### config.mk
export PLATFORM = sky130hd
export DESIGN_NAME = nes_poll_scheduler
export DESIGN_NICKNAME = d
export VERILOG_FILES = /design/src/rtl/nes_pkg.sv /design/src/rtl/nes_repeat_timer.sv /design/src/rtl/nes_poll_scheduler.sv
export SDC_FILE = /design/constraint.sdc
export NUM_CORES = 1
export LEC_CHECK = 0
export ABC_CLOCK_PERIOD_IN_PS = 2250
export CORE_MARGIN = 10
export CORE_UTILIZATION = 56
export DETAILED_ROUTE_END_ITERATION = 16
export GPL_TIMING_DRIVEN = 1
export PLACE_DENSITY = 0.77
export SYNTH_ARGS = -nofsm -noshare
export SYNTH_HDL_FRONTEND = slang
export SYNTH_SLANG_ARGS = --single-unit
export TNS_END_PERCENT = 50
### constraint.sdc
create_clock -name clock -period 2.25 [get_ports clock]
set_input_delay 0.45 -clock clock [delete_from_list [all_inputs] [get_ports clock]]
set_output_delay 0.45 -clock clock [all_outputs]
set_load 0.02 [all_outputs]
### src/rtl/nes_pkg.sv
// Shared definitions for the NES controller poll scheduler.
// Button indices, the D-pad mask and the scheduler state encoding.
package nes_pkg;

   localparam int NES_BTN_W = 8;

   localparam int BTN_A      = 0;
   localparam int BTN_B      = 1;
   localparam int BTN_SELECT = 2;
   localparam int BTN_START  = 3;
   localparam int BTN_UP     = 4;
   localparam int BTN_DOWN   = 5;
   localparam int BTN_LEFT   = 6;
   localparam int BTN_RIGHT  = 7;

   localparam logic [NES_BTN_W-1:0] DPAD_MASK = 8'hF0;

   typedef enum logic [1:0] {
      ST_IDLE,
      ST_TRIGGER,
      ST_SCAN,
      ST_CAPTURE
   } nes_state_t;

endpackage

### src/rtl/nes_repeat_timer.sv
// Hold counter for one D-pad button, producing auto-repeat events.
// Advances only on capture cycles; fire is valid while step is high.
module nes_repeat_timer #(
   parameter int REPEAT_DELAY = 30,
   parameter int REPEAT_RATE  = 6
)(
   input  logic clock,
   input  logic reset,
   input  logic step,
   input  logic held,
   input  logic press,
   output logic fire
);

   localparam int CW = $clog2(REPEAT_DELAY + 1);

   logic [CW-1:0] hc;
   logic [CW-1:0] nxt;
   logic          hit;

   assign nxt  = hc + 1'b1;
   assign hit  = (nxt == CW'(REPEAT_DELAY));
   assign fire = step && held && !press && hit;

   always_ff @(posedge clock) begin
      if (reset) begin
         hc <= '0;
      end else if (step) begin
         if (!held || press)
            hc <= '0;
         else if (hit)
            hc <= CW'(REPEAT_DELAY - REPEAT_RATE);
         else
            hc <= nxt;
      end
   end

endmodule

### src/rtl/nes_poll_scheduler.sv
// Polls the NES controller interface at a fixed rate and turns each
// button sample into an event frame handed to game logic via valid/ack.
module nes_poll_scheduler
   import nes_pkg::*;
#(
   parameter int POLL_PERIOD  = 833_333,
   parameter int SCAN_CYCLES  = 5200,
   parameter int REPEAT_DELAY = 30,
   parameter int REPEAT_RATE  = 6
)(
   input  logic                 clock,
   input  logic                 reset,
   input  logic                 run,
   output logic                 nes_enable,
   input  logic [NES_BTN_W-1:0] player_input,
   output logic [NES_BTN_W-1:0] buttons,
   output logic [NES_BTN_W-1:0] pressed,
   output logic [NES_BTN_W-1:0] released,
   output logic [3:0]           repeat_evt,
   output logic                 frame_valid,
   input  logic                 frame_ack,
   output logic                 overrun
);

   localparam int PW = $clog2(POLL_PERIOD);
   localparam int SW = $clog2(SCAN_CYCLES);

   nes_state_t           state;
   logic [PW-1:0]        period_cnt;
   logic [SW-1:0]        scan_cnt;
   logic                 capture;
   logic [NES_BTN_W-1:0] s;
   logic [NES_BTN_W-1:0] pn;
   logic [NES_BTN_W-1:0] rn;
   logic [3:0]           rp;

   assign capture = (state == ST_CAPTURE);
   assign s       = player_input;
   assign pn      = s & ~buttons;
   assign rn      = ~s & buttons;

   always_ff @(posedge clock) begin
      if (reset || !run)
         period_cnt <= '0;
      else if (period_cnt == PW'(POLL_PERIOD - 1))
         period_cnt <= '0;
      else
         period_cnt <= period_cnt + 1'b1;
   end

   // nes_enable is raised on entry to TRIGGER so it is high only there
   always_ff @(posedge clock) begin
      if (reset) begin
         state      <= ST_IDLE;
         scan_cnt   <= '0;
         nes_enable <= 1'b0;
      end else begin
         nes_enable <= 1'b0;
         unique case (state)
            ST_IDLE: begin
               if (run && period_cnt == '0) begin
                  state      <= ST_TRIGGER;
                  nes_enable <= 1'b1;
               end
            end
            ST_TRIGGER: begin
               state    <= ST_SCAN;
               scan_cnt <= '0;
            end
            ST_SCAN: begin
               scan_cnt <= scan_cnt + 1'b1;
               if (scan_cnt == SW'(SCAN_CYCLES - 1))
                  state <= ST_CAPTURE;
            end
            ST_CAPTURE: begin
               state <= ST_IDLE;
            end
            default: state <= ST_IDLE;
         endcase
      end
   end

   for (genvar i = 0; i < 4; i++) begin : g_rep
      nes_repeat_timer #(
         .REPEAT_DELAY (REPEAT_DELAY),
         .REPEAT_RATE  (REPEAT_RATE)
      ) u_rep (
         .clock (clock),
         .reset (reset),
         .step  (capture),
         .held  (s[BTN_UP + i]),
         .press (pn[BTN_UP + i]),
         .fire  (rp[i])
      );
   end

   // an unacknowledged frame absorbs new events and flags the overrun
   always_ff @(posedge clock) begin
      if (reset) begin
         buttons     <= '0;
         pressed     <= '0;
         released    <= '0;
         repeat_evt  <= '0;
         frame_valid <= 1'b0;
         overrun     <= 1'b0;
      end else if (capture) begin
         buttons     <= s;
         frame_valid <= 1'b1;
         if (!frame_valid || frame_ack) begin
            pressed    <= pn;
            released   <= rn;
            repeat_evt <= rp;
            overrun    <= 1'b0;
         end else begin
            pressed    <= pressed | pn;
            released   <= released | rn;
            repeat_evt <= repeat_evt | rp;
            overrun    <= 1'b1;
         end
      end else if (frame_valid && frame_ack) begin
         pressed     <= '0;
         released    <= '0;
         repeat_evt  <= '0;
         frame_valid <= 1'b0;
         overrun     <= 1'b0;
      end
   end

endmodule

==> run_results.csv, run 1 <==
group,metric,value,unit
outcome,status,"finished clean",
sta,fin_crit,1.94,ns
yosys,yosys_warnings,0,
yosys,syn_nets,455,
sta,fin_tns_setup,0,ns
clock_network,clockRootBuffer,"clkbuf_8",
yosys,synth_top_area_cell,"dfxtp_1",
sta,fin_skew,0.00658,ns
flow_run,maxCapViolations,0,
critical_path,slowest_stage,"or4b_1",
clock_network,cts_resized,0,
sta,hold_violations,0,
yosys,ys_seq_area_share,45.2,%
place,port_buffers,42,
global_route,antenna_found_initial,0,
sta,slew_headroom,61.2,%
yosys,ys.flop_type,"dfxtp_1",
yosys,synth_top_cell_area_share,45.2,%
critical_path,cp-start-kind,"flop",
power,switching_share,25.5,%
sta,period_share,86.2,%
floorplan,coreArea,6460,um^2
place,hpwl,5.36,mm
sta,maxSlewViolCount,0,
yosys,synth-edff-count,0,
yosys,async_flop_share,0,%
power,power.switching,881,uW
power,p_clk_share,36.8,%
clock_network,h-tree-depth,3,
finish,drive_above_1_share,5.47,%
floorplan,die_h,102,um
yosys,yosysMostFrequentCell,"dfxtp_1",
clock_network,cts_max_path_buffers,2,
detailed_routing,routed_wl,7.62,mm
detailed_routing,first_pass_iters,4,
floorplan,io_pins,43,
global_route,grt_pass1_wl,12.8,mm
critical_path,crit_chain,"nor4_1 > and4b_1 > or4b_1 > nand3b_2 > nor2_1",
clock_network,path_clk_slew,0.08,ns
critical_path,r2r_end,"period_cnt[2]$_SDFF_PP0_",
yosys,synth_commonest_cells,"dfxtp_1 (86), nor2_1 (70), nand2_1 (35)",
power,seq_power_share,47.1,%
power,power_leakage,0.00156,uW
global_route,grt_pass1_vias,2851,
critical_path,worstPathMaxFanout,20,
global_route,track_usage,15.0,%
global_route,grt_max_degree,46,
critical_path,arrival,2.15,ns
yosys,yosys_register_bits,86,
sta,setup_violations,0,
detailed_routing,routedWlPerCell,13.8,um
min_path,hp-class,"flop to flop",
power,power.density,760,nW/um^2
clock_network,insertion_delay,0.34,ns
sta,setup_ws,0.311,ns
floorplan,std_cell_rows,29,
place,place_congestion,0.802,
critical_path,r2r-start,"period_cnt[6]$_SDFF_PP0_",
finish,utilization,70.3,%
min_path,holdPathEnd,"repeat_evt[0]$_SDFFE_PP0P_",
sta,max_freq,516,MHz
yosys,synth_cell_types,41,
floorplan,dieArea,10500,um^2
sta,rsz0062_at_grt,"false",
finish,diodes,0,
detailed_routing,drtIter0Drc,110,
clock_network,cts_hold_buf,0,
yosys,netlist_instances,428,
clock_network,cts_sinks,86,
yosys,syn_avg_cell_area,8.90,um^2
critical_path,critPathMaxStageDelay,0.46,ns
sta,tightest_slew,0.582,ns
finish,nets,498,
global_route,grt_overflow_total,0,
power,ir_drop,490,uV
yosys,yosys-top-cells-area,"dfxtp_1 (45%), nor2_1 (6.9%), xor2_1 (5.3%)",
floorplan,die_x,102,um
power,combPwrFrac,16.1,%
global_route,grt.met1_usage,18.0,%
detailed_routing,vias,3004,
global_route,busiest_layer,"met2",
clock_network,cts_made_buffers,9,
yosys,syn_area,3810,um^2
power,power.internal,2570,uW
global_route,global_route.usage.met2,24.7,%
critical_path,cp_top_family,"simple AND/OR/NAND/NOR gates",
critical_path,r2r_setup_slack,0.31,ns
critical_path,crit_required,2.46,ns
finish,area_growth_syn_to_layout,19.3,%
global_route,grtUsageMet3,5.13,%
critical_path,critPathCaptureType,"flop",
critical_path,reg2regPathDepth,5,
critical_path,path_buf_inv,0,
min_path,hold_path_startpoint,"repeat_evt[0]$_SDFFE_PP0P_",
critical_path,crit_type,"flop to flop",
clock_network,cts_tree,"done",
detailed_routing,viasPerCell,5.44,
floorplan,start_util,59.0,%
detailed_routing,drc,0,
min_path,hold_path_depth,2,
place,place_ws,0.212,ns
detailed_routing,detail-route-antenna-nets,0,
clock_network,cts_setup_buffers,0,
[registers in the layout (all words and copies together) (netlist names), 2 cells and up]
| signal | cells |
|---|---|
| state | 2 |
| period_cnt | 20 |
| buttons | 8 |
| g_rep.u_rep.hc | 20 |
| scan_cnt | 13 |
| released | 8 |
| pressed | 8 |
| repeat_evt | 4 |
[power groups by stage]
stage          sequential, uW  combinational (uW)  clock [uW]
2_1_floorplan            1690                 343           0
3_3_place_gp             1660                 545           0
3_5_place_dp             1660                 557           0
4_1_cts                  1620                 561        1300
5_1_grt                  1630                 616        1360
6_report                 1620                 555        1270
[final cells by class]
type | count | area (um^2)
repair buffers | 48 | 478
clock inverters | 4 | 95.1
fillers | 514 | 1920
multi-input cells | 306 | 1930
flip-flops and latches | 86 | 1720
well taps | 77 | 96.3
inverters | 20 | 75.1
clock buffers | 11 | 141
[how the worst max path moves through the flow]
stage / start / end / cells after the start
2_1_floorplan: state[1]$_SDFFE_PP0P_ / scan_cnt[9]$_SDFFE_PP0P_ / 8
3_3_place_gp: run / state[1]$_SDFFE_PP0P_ / 5
3_5_place_dp: run / state[1]$_SDFFE_PP0P_ / 5
4_1_cts: period_cnt[6]$_SDFF_PP0_ / period_cnt[2]$_SDFF_PP0_ / 5
5_1_grt: period_cnt[6]$_SDFF_PP0_ / period_cnt[4]$_SDFF_PP0_ / 5
6_report: period_cnt[6]$_SDFF_PP0_ / period_cnt[2]$_SDFF_PP0_ / 5
[cells in the final DEF (no fill, tap or decap), types with 5 or more instances in the layout]
cell,count
a21oi_1,10
xor2_1,23
a32o_1,8
clkdlybuf4s50_1,42
buf_4,5
nand2b_1,15
clkbuf_8,10
nor2_1,70
inv_1,19
nand4_1,7
nand2_1,35
ha_1,15
xnor2_1,9
mux2i_1,10
a21o_1,5
nand3_1,32
o21ai_0,10
dfxtp_1,86
[per-stage QoR]
| step | cell area (um^2) | total power (uW) | instances | hold WS [ns] |
|---|---|---|---|---|
| floorplan | 3810 | 2030 | 428 | 0.441 |
| global placement | 4300 | 2200 | 537 | 0.430 |
| detailed placement | 4300 | 2220 | 537 | 0.445 |
| CTS | 4540 | 3490 | 552 | 0.463 |
| global route | 4540 | 3610 | 552 | 0.482 |
| finish | 4540 | 3450 | 552 | 0.456 |
[cells by family (layout without fill, tap and decap cells)]
group	Yosys count	count (layout)	share of synthesized area [%]
XOR/XNOR	32	32	7.36
flip-flops	86	86	45.2
buffers and inverters	36	83	4.01
multiplexers	14	14	3.81
adder cells (fa/ha/maj)	15	15	4.93
AND/OR/NAND/NOR	184	184	22.9
AO/OA/AOI/OAI	61	61	11.8
[layer usage]
metal	part of all wire, %	up-vias	wire length [um]
li1	-	1567	-
met1	46	1390	3540
met2	48	41	3670
met3	4.4	6	333
met4	1.0	0	79
met5	0	-	0
[tightest hold or removal path: cells and delay by family, from the launching register on]
family          cells  cell delay [ns]
simple gates        1             0.05
compound gates      1             0.05
flops               1             0.31
No activity file was read; power rests on OpenSTA's default activity.
==> inputs of run 2 (changes only) <==
--- a/config.mk
+++ b/config.mk
@@ -5,8 +5,8 @@
 export SDC_FILE = /design/constraint.sdc
 export NUM_CORES = 1
 export LEC_CHECK = 0
-export ABC_CLOCK_PERIOD_IN_PS = 2250
-export CORE_MARGIN = 10
+export ABC_CLOCK_PERIOD_IN_PS = 2080
+export CORE_MARGIN = 2
 export CORE_UTILIZATION = 56
 export DETAILED_ROUTE_END_ITERATION = 16
 export GPL_TIMING_DRIVEN = 1
==> constraint.sdc (replaced) <==
create_clock -name clock -period 2.08 [get_ports clock]
set_input_delay 0.416 -clock clock [delete_from_list [all_inputs] [get_ports clock]]
set_output_delay 0.416 -clock clock [all_outputs]
set_load 0.02 [all_outputs]
==> run 2 against run 1 <==
Via count increased by 1.5%. Clock-buffer cell count decreased by 1. Sequential share of layout area decreased by 0.13 points.
==> run_results.csv, run 2 (synthesis results as in run 1) <==
group,metric,value,unit
outcome,status,"finished clean",
sta,hold_violations,0,
sta,rsz0062_at_grt,"false",
clock_network,cts_max_path_buffers,2,
clock_network,cts_sinks,86,
sta,fin_tns_setup,0,ns
finish,final_cell_mix,"dfxtp_1 (86), nor2_1 (70), clkdlybuf4s50_1 (42)",
place,place_ws,0.130,ns
critical_path,worstPathMaxFanout,20,
finish,diodes,0,
global_route,grt_pass1_wl,12.8,mm
clock_network,cts_setup_buffers,0,
clock_network,cts_hold_buf,0,
critical_path,cp_top_family,"simple AND/OR/NAND/NOR gates",
power,switching_share,27.3,%
sta,setup_ws,0.176,ns
detailed_routing,first_pass_iters,4,
global_route,track_usage,21.1,%
sta,fin_crit,1.90,ns
clock_network,cts_tree,"done",
clock_network,cts_made_buffers,9,
detailed_routing,viasPerCell,5.46,
sta,tightest_slew,0.580,ns
clock_network,h-tree-depth,3,
global_route,grt_pass1_vias,2955,
critical_path,slowest_stage,"or4b_1",
critical_path,crit_chain,"nor4_1 > and4b_1 > or4b_1 > nand3b_2 > nor2_1",
global_route,antenna_found_initial,0,
sta,max_freq,525,MHz
sta,maxSlewViolCount,0,
clock_network,insertion_delay,0.35,ns
sta,period_share,91.5,%
power,p_clk_share,35.8,%
power,combPwrFrac,16.8,%
clock_network,clockRootBuffer,"clkbuf_8",
power,power.internal,2700,uW
power,ir_drop,423,uV
min_path,hp-class,"flop to flop",
critical_path,crit_required,2.31,ns
min_path,hold_path_depth,2,
floorplan,coreArea,6680,um^2
global_route,grt_overflow_total,0,
critical_path,crit_cells,5,
clock_network,cts_resized,0,
detailed_routing,vias,3048,
critical_path,critPathCaptureType,"flop",
floorplan,die_h,86.5,um
floorplan,dieArea,7470,um^2
finish,final_common_cell,"dfxtp_1",
floorplan,start_util,57.0,%
flow_run,maxCapViolations,0,
power,power.density,814,nW/um^2
power,power.switching,1010,uW
critical_path,critPathMaxStageDelay,0.46,ns
critical_path,crit_type,"flop to flop",
global_route,grt_max_degree,23,
finish,drive_above_1_share,6.49,%
detailed_routing,routedWlPerCell,13.1,um
power,seq_power_share,47.4,%
floorplan,io_pins,43,
critical_path,reg2regPathDepth,5,
critical_path,path_buf_inv,0,
place,place_congestion,0.769,
floorplan,std_cell_rows,30,
clock_network,path_clk_slew,0.09,ns
detailed_routing,drtIter0Drc,135,
detailed_routing,detail-route-antenna-nets,0,
floorplan,die_x,86.5,um
place,hpwl,5.00,mm
finish,reg.largest.list,"g_rep.u_rep.hc x20, period_cnt x20, scan_cnt x13",
place,port_buffers,42,
sta,setup_violations,0,
finish,area_growth_syn_to_layout,19.7,%
detailed_routing,drc,0,
power,power_leakage,0.00156,uW
critical_path,arrival,2.13,ns
sta,fin_skew,0.0100,ns
finish,nets,500,
sta,slew_headroom,61.1,%
critical_path,cp-start-kind,"flop",
finish,utilization,68.2,%
detailed_routing,routed_wl,7.31,mm
## run 2: metal layers
metal | track usage [%] | up-vias | routed length, um
li1 | - | 1571 | -
met1 | 26.3 | 1415 | 3400
met2 | 35.9 | 52 | 3540
met4 | 9.09 | 0 | 105
met3 | 3.71 | 10 | 265
met5 | 0 | - | 0
## run 2: power groups by stage
| stage | Combinational, uW | Sequential (uW) | Clock, uW |
|---|---|---|---|
| after floorplan | 371 | 1830 | 0 |
| after global placement | 614 | 1800 | 0 |
| after detailed placement | 621 | 1800 | 0 |
| after CTS | 628 | 1760 | 1360 |
| after global routing | 691 | 1770 | 1420 |
| final | 623 | 1760 | 1330 |
## run 2: per-stage QoR
| stage | total power [uW] | cells | hold slack, ns | cell area (um^2) |
|---|---|---|---|---|
| after floorplan | 2200 | 428 | 0.441 | 3810 |
| after global placement | 2410 | 542 | 0.432 | 4330 |
| after detailed placement | 2420 | 542 | 0.442 | 4330 |
| after CTS | 3750 | 558 | 0.462 | 4560 |
| after global routing | 3880 | 558 | 0.488 | 4560 |
| final | 3710 | 558 | 0.457 | 4560 |
## run 2: path summary, 6_finish.rpt
path	slack, ns	start	endpoint
min reg2reg	0.46	repeat_evt[1]$_SDFFE_PP0P_	repeat_evt[1]$_SDFFE_PP0P_
max	0.18	period_cnt[7]$_SDFF_PP0_	period_cnt[13]$_SDFF_PP0_
max reg2reg	0.18	period_cnt[7]$_SDFF_PP0_	period_cnt[13]$_SDFF_PP0_
min	0.46	repeat_evt[1]$_SDFFE_PP0P_	repeat_evt[1]$_SDFFE_PP0P_
## run 2: layout make-up
type	count	area, um^2
Clock buffer	10	138
Inverter	20	75.1
Fill cell	534	2130
Multi-Input combinational cell	306	1940
Tap cell	80	100
Sequential cell	86	1720
Timing Repair Buffer	50	493
Clock inverter	6	91.3
## run 2: worst min-delay path: stages, from the launching register on
cell     delay, ns
dfxtp_1       0.32
nand2_1       0.05
o31ai_1       0.05
==> inputs of run 3 (changes only) <==
--- a/config.mk
+++ b/config.mk
@@ -11,6 +11,7 @@
 export DETAILED_ROUTE_END_ITERATION = 16
 export GPL_TIMING_DRIVEN = 1
 export PLACE_DENSITY = 0.77
+export SETUP_SLACK_MARGIN = 0.1
 export SYNTH_ARGS = -nofsm -noshare
 export SYNTH_HDL_FRONTEND = slang
 export SYNTH_SLANG_ARGS = --single-unit
==> run 3 against run 2 <==
Sequential power barely moved. Sequential share of layout area is 0.073 points lower. Non-clock buffer count unchanged. Critical path depth fell by 4. Core utilization up 0.13 points. Cell area grew 0.19%. Clock-buffer cell count stayed put. Worst setup slack better by 0.051 ns. Highest routed layer unchanged. Critical path type is now flop to output port. Die area stayed put.
==> run_results.csv, run 3 (synthesis results as in run 1) <==
group,metric,value,unit
outcome,status,"finished clean",
critical_path,arrival,1.44,ns
place,port_buffers,42,
clock_network,cts_tree,"done",
floorplan,coreArea,6680,um^2
critical_path,crit_type,"flop to output port",
clock_network,cts_sinks,86,
critical_path,r2r_setup_slack,0.25,ns
finish,nets,500,
place,hpwl,5.00,mm
floorplan,io_pins,43,
clock_network,cts_setup_buffers,0,
detailed_routing,first_pass_iters,4,
critical_path,crit_chain,"clkdlybuf4s50_1",
detailed_routing,vias,3067,
sta,setup_ws,0.227,ns
power,power.density,814,nW/um^2
clock_network,cts_made_buffers,9,
global_route,track_usage,21.1,%
sta,fin_tns_setup,0,ns
floorplan,start_util,57.0,%
critical_path,slowest_stage,"clkdlybuf4s50_1",
global_route,grt_pass1_vias,2955,
finish,area_growth_syn_to_layout,19.9,%
sta,max_freq,540,MHz
global_route,grt_pass1_wl,12.8,mm
sta,hold_violations,0,
place,place_ws,0.130,ns
global_route,grt_max_degree,23,
clock_network,cts_max_path_buffers,2,
detailed_routing,routedWlPerCell,13.2,um
clock_network,h-tree-depth,3,
sta,rsz0062_at_grt,"false",
clock_network,clockRootBuffer,"clkbuf_8",
detailed_routing,drc,0,
detailed_routing,viasPerCell,5.50,
finish,final_common_cell,"dfxtp_1",
finish,diodes,0,
sta,fin_skew,0.0105,ns
critical_path,crit_required,1.66,ns
detailed_routing,routed_wl,7.36,mm
floorplan,dieArea,7470,um^2
finish,fin_area,4560,um^2
critical_path,critPathMaxStageDelay,0.65,ns
place,place_congestion,0.769,
detailed_routing,detail-route-antenna-nets,0,
critical_path,critPathCaptureType,"output port",
power,ir_drop,422,uV
floorplan,std_cell_rows,30,
clock_network,path_clk_slew,0.08,ns
finish,reg.largest.list,"g_rep.u_rep.hc x20, period_cnt x20, scan_cnt x13",
place,postPlaceCellArea,4330,um^2
floorplan,die_x,86.5,um
global_route,grt_overflow_total,0,
sta,period_share,89.1,%
floorplan,die_h,86.5,um
clock_network,insertion_delay,0.36,ns
sta,setup_violations,0,
critical_path,path_buf_inv,1,
finish,drive_above_1_share,6.49,%
critical_path,cp_top_family,"buffers and inverters",
sta,maxSlewViolCount,0,
critical_path,worstPathMaxFanout,6,
detailed_routing,drtIter0Drc,106,
min_path,hp-class,"flop to flop",
sta,slew_headroom,61.7,%
global_route,antenna_found_initial,0,
finish,final_cell_mix,"dfxtp_1 (86), nor2_1 (70), clkdlybuf4s50_1 (42)",
flow_run,maxCapViolations,0,
sta,fin_crit,1.85,ns
sta,tightest_slew,0.570,ns
critical_path,cp-start-kind,"flop",
power,power_leakage,0.00157,uW
-- run 3: timing repair --
action,4_1_cts,5_1_grt
setup endpoints to repair,0,20
resized for setup,0,1
hold buffers,0,0
-- run 3: per-stage QoR --
step / total power (uW) / utilization (%) / hold WS [ns] / std cells
finish: 3710 / 68.3 / 0.457 / 558
floorplan: 2200 / - / 0.441 / 428
detailed placement: 2420 / 64.8 / 0.442 / 542
global route: 3880 / 68.3 / 0.488 / 558
CTS: 3750 / 68.2 / 0.462 / 558
global placement: 2410 / 64.8 / 0.432 / 542
-- run 3: worst paths after layout --
check                           depth (start not counted)                         end                  startpoint
worst max-delay path                                    1                  buttons[4]     buttons[4]$_SDFFE_PP0N_
worst max register to register                          5   period_cnt[13]$_SDFF_PP0_    period_cnt[7]$_SDFF_PP0_
worst min-delay path                                    2  repeat_evt[1]$_SDFFE_PP0P_  repeat_evt[1]$_SDFFE_PP0P_
worst min register to register                          2  repeat_evt[1]$_SDFFE_PP0P_  repeat_evt[1]$_SDFFE_PP0P_
-- run 3: layout make-up --
type | instances | area [um^2]
Sequential cell | 86 | 1720
Inverter | 20 | 75.1
Multi-Input combinational cell | 306 | 1950
Fill cell | 531 | 2120
Tap cell | 80 | 100
Timing Repair Buffer | 50 | 493
Clock buffer | 10 | 138
Clock inverter | 6 | 91.3
-- run 3: metal layers --
metal	part of all wire (%)	track usage (%)	wire (um)
met1	46	26.3	3390
met2	49	35.9	3580
met3	3.4	3.71	249
met4	1.9	9.09	138
met5	0	0	0
-- run 3: worst register-to-register path, stage by stage, from the launching register on --
cell      delay [ns]
dfxtp_1         0.35
nor4_1          0.25
and4b_1         0.28
or4b_1          0.52
nand3b_4        0.25
nor2_1          0.09
-- run 3: power by group --
group          total (uW)  leakage [uW]  internal, uW  switching [uW]
Clock                1330      0.000118           720             611
Sequential           1760      0.000694          1710            51.0
Combinational         624      0.000759           269             355
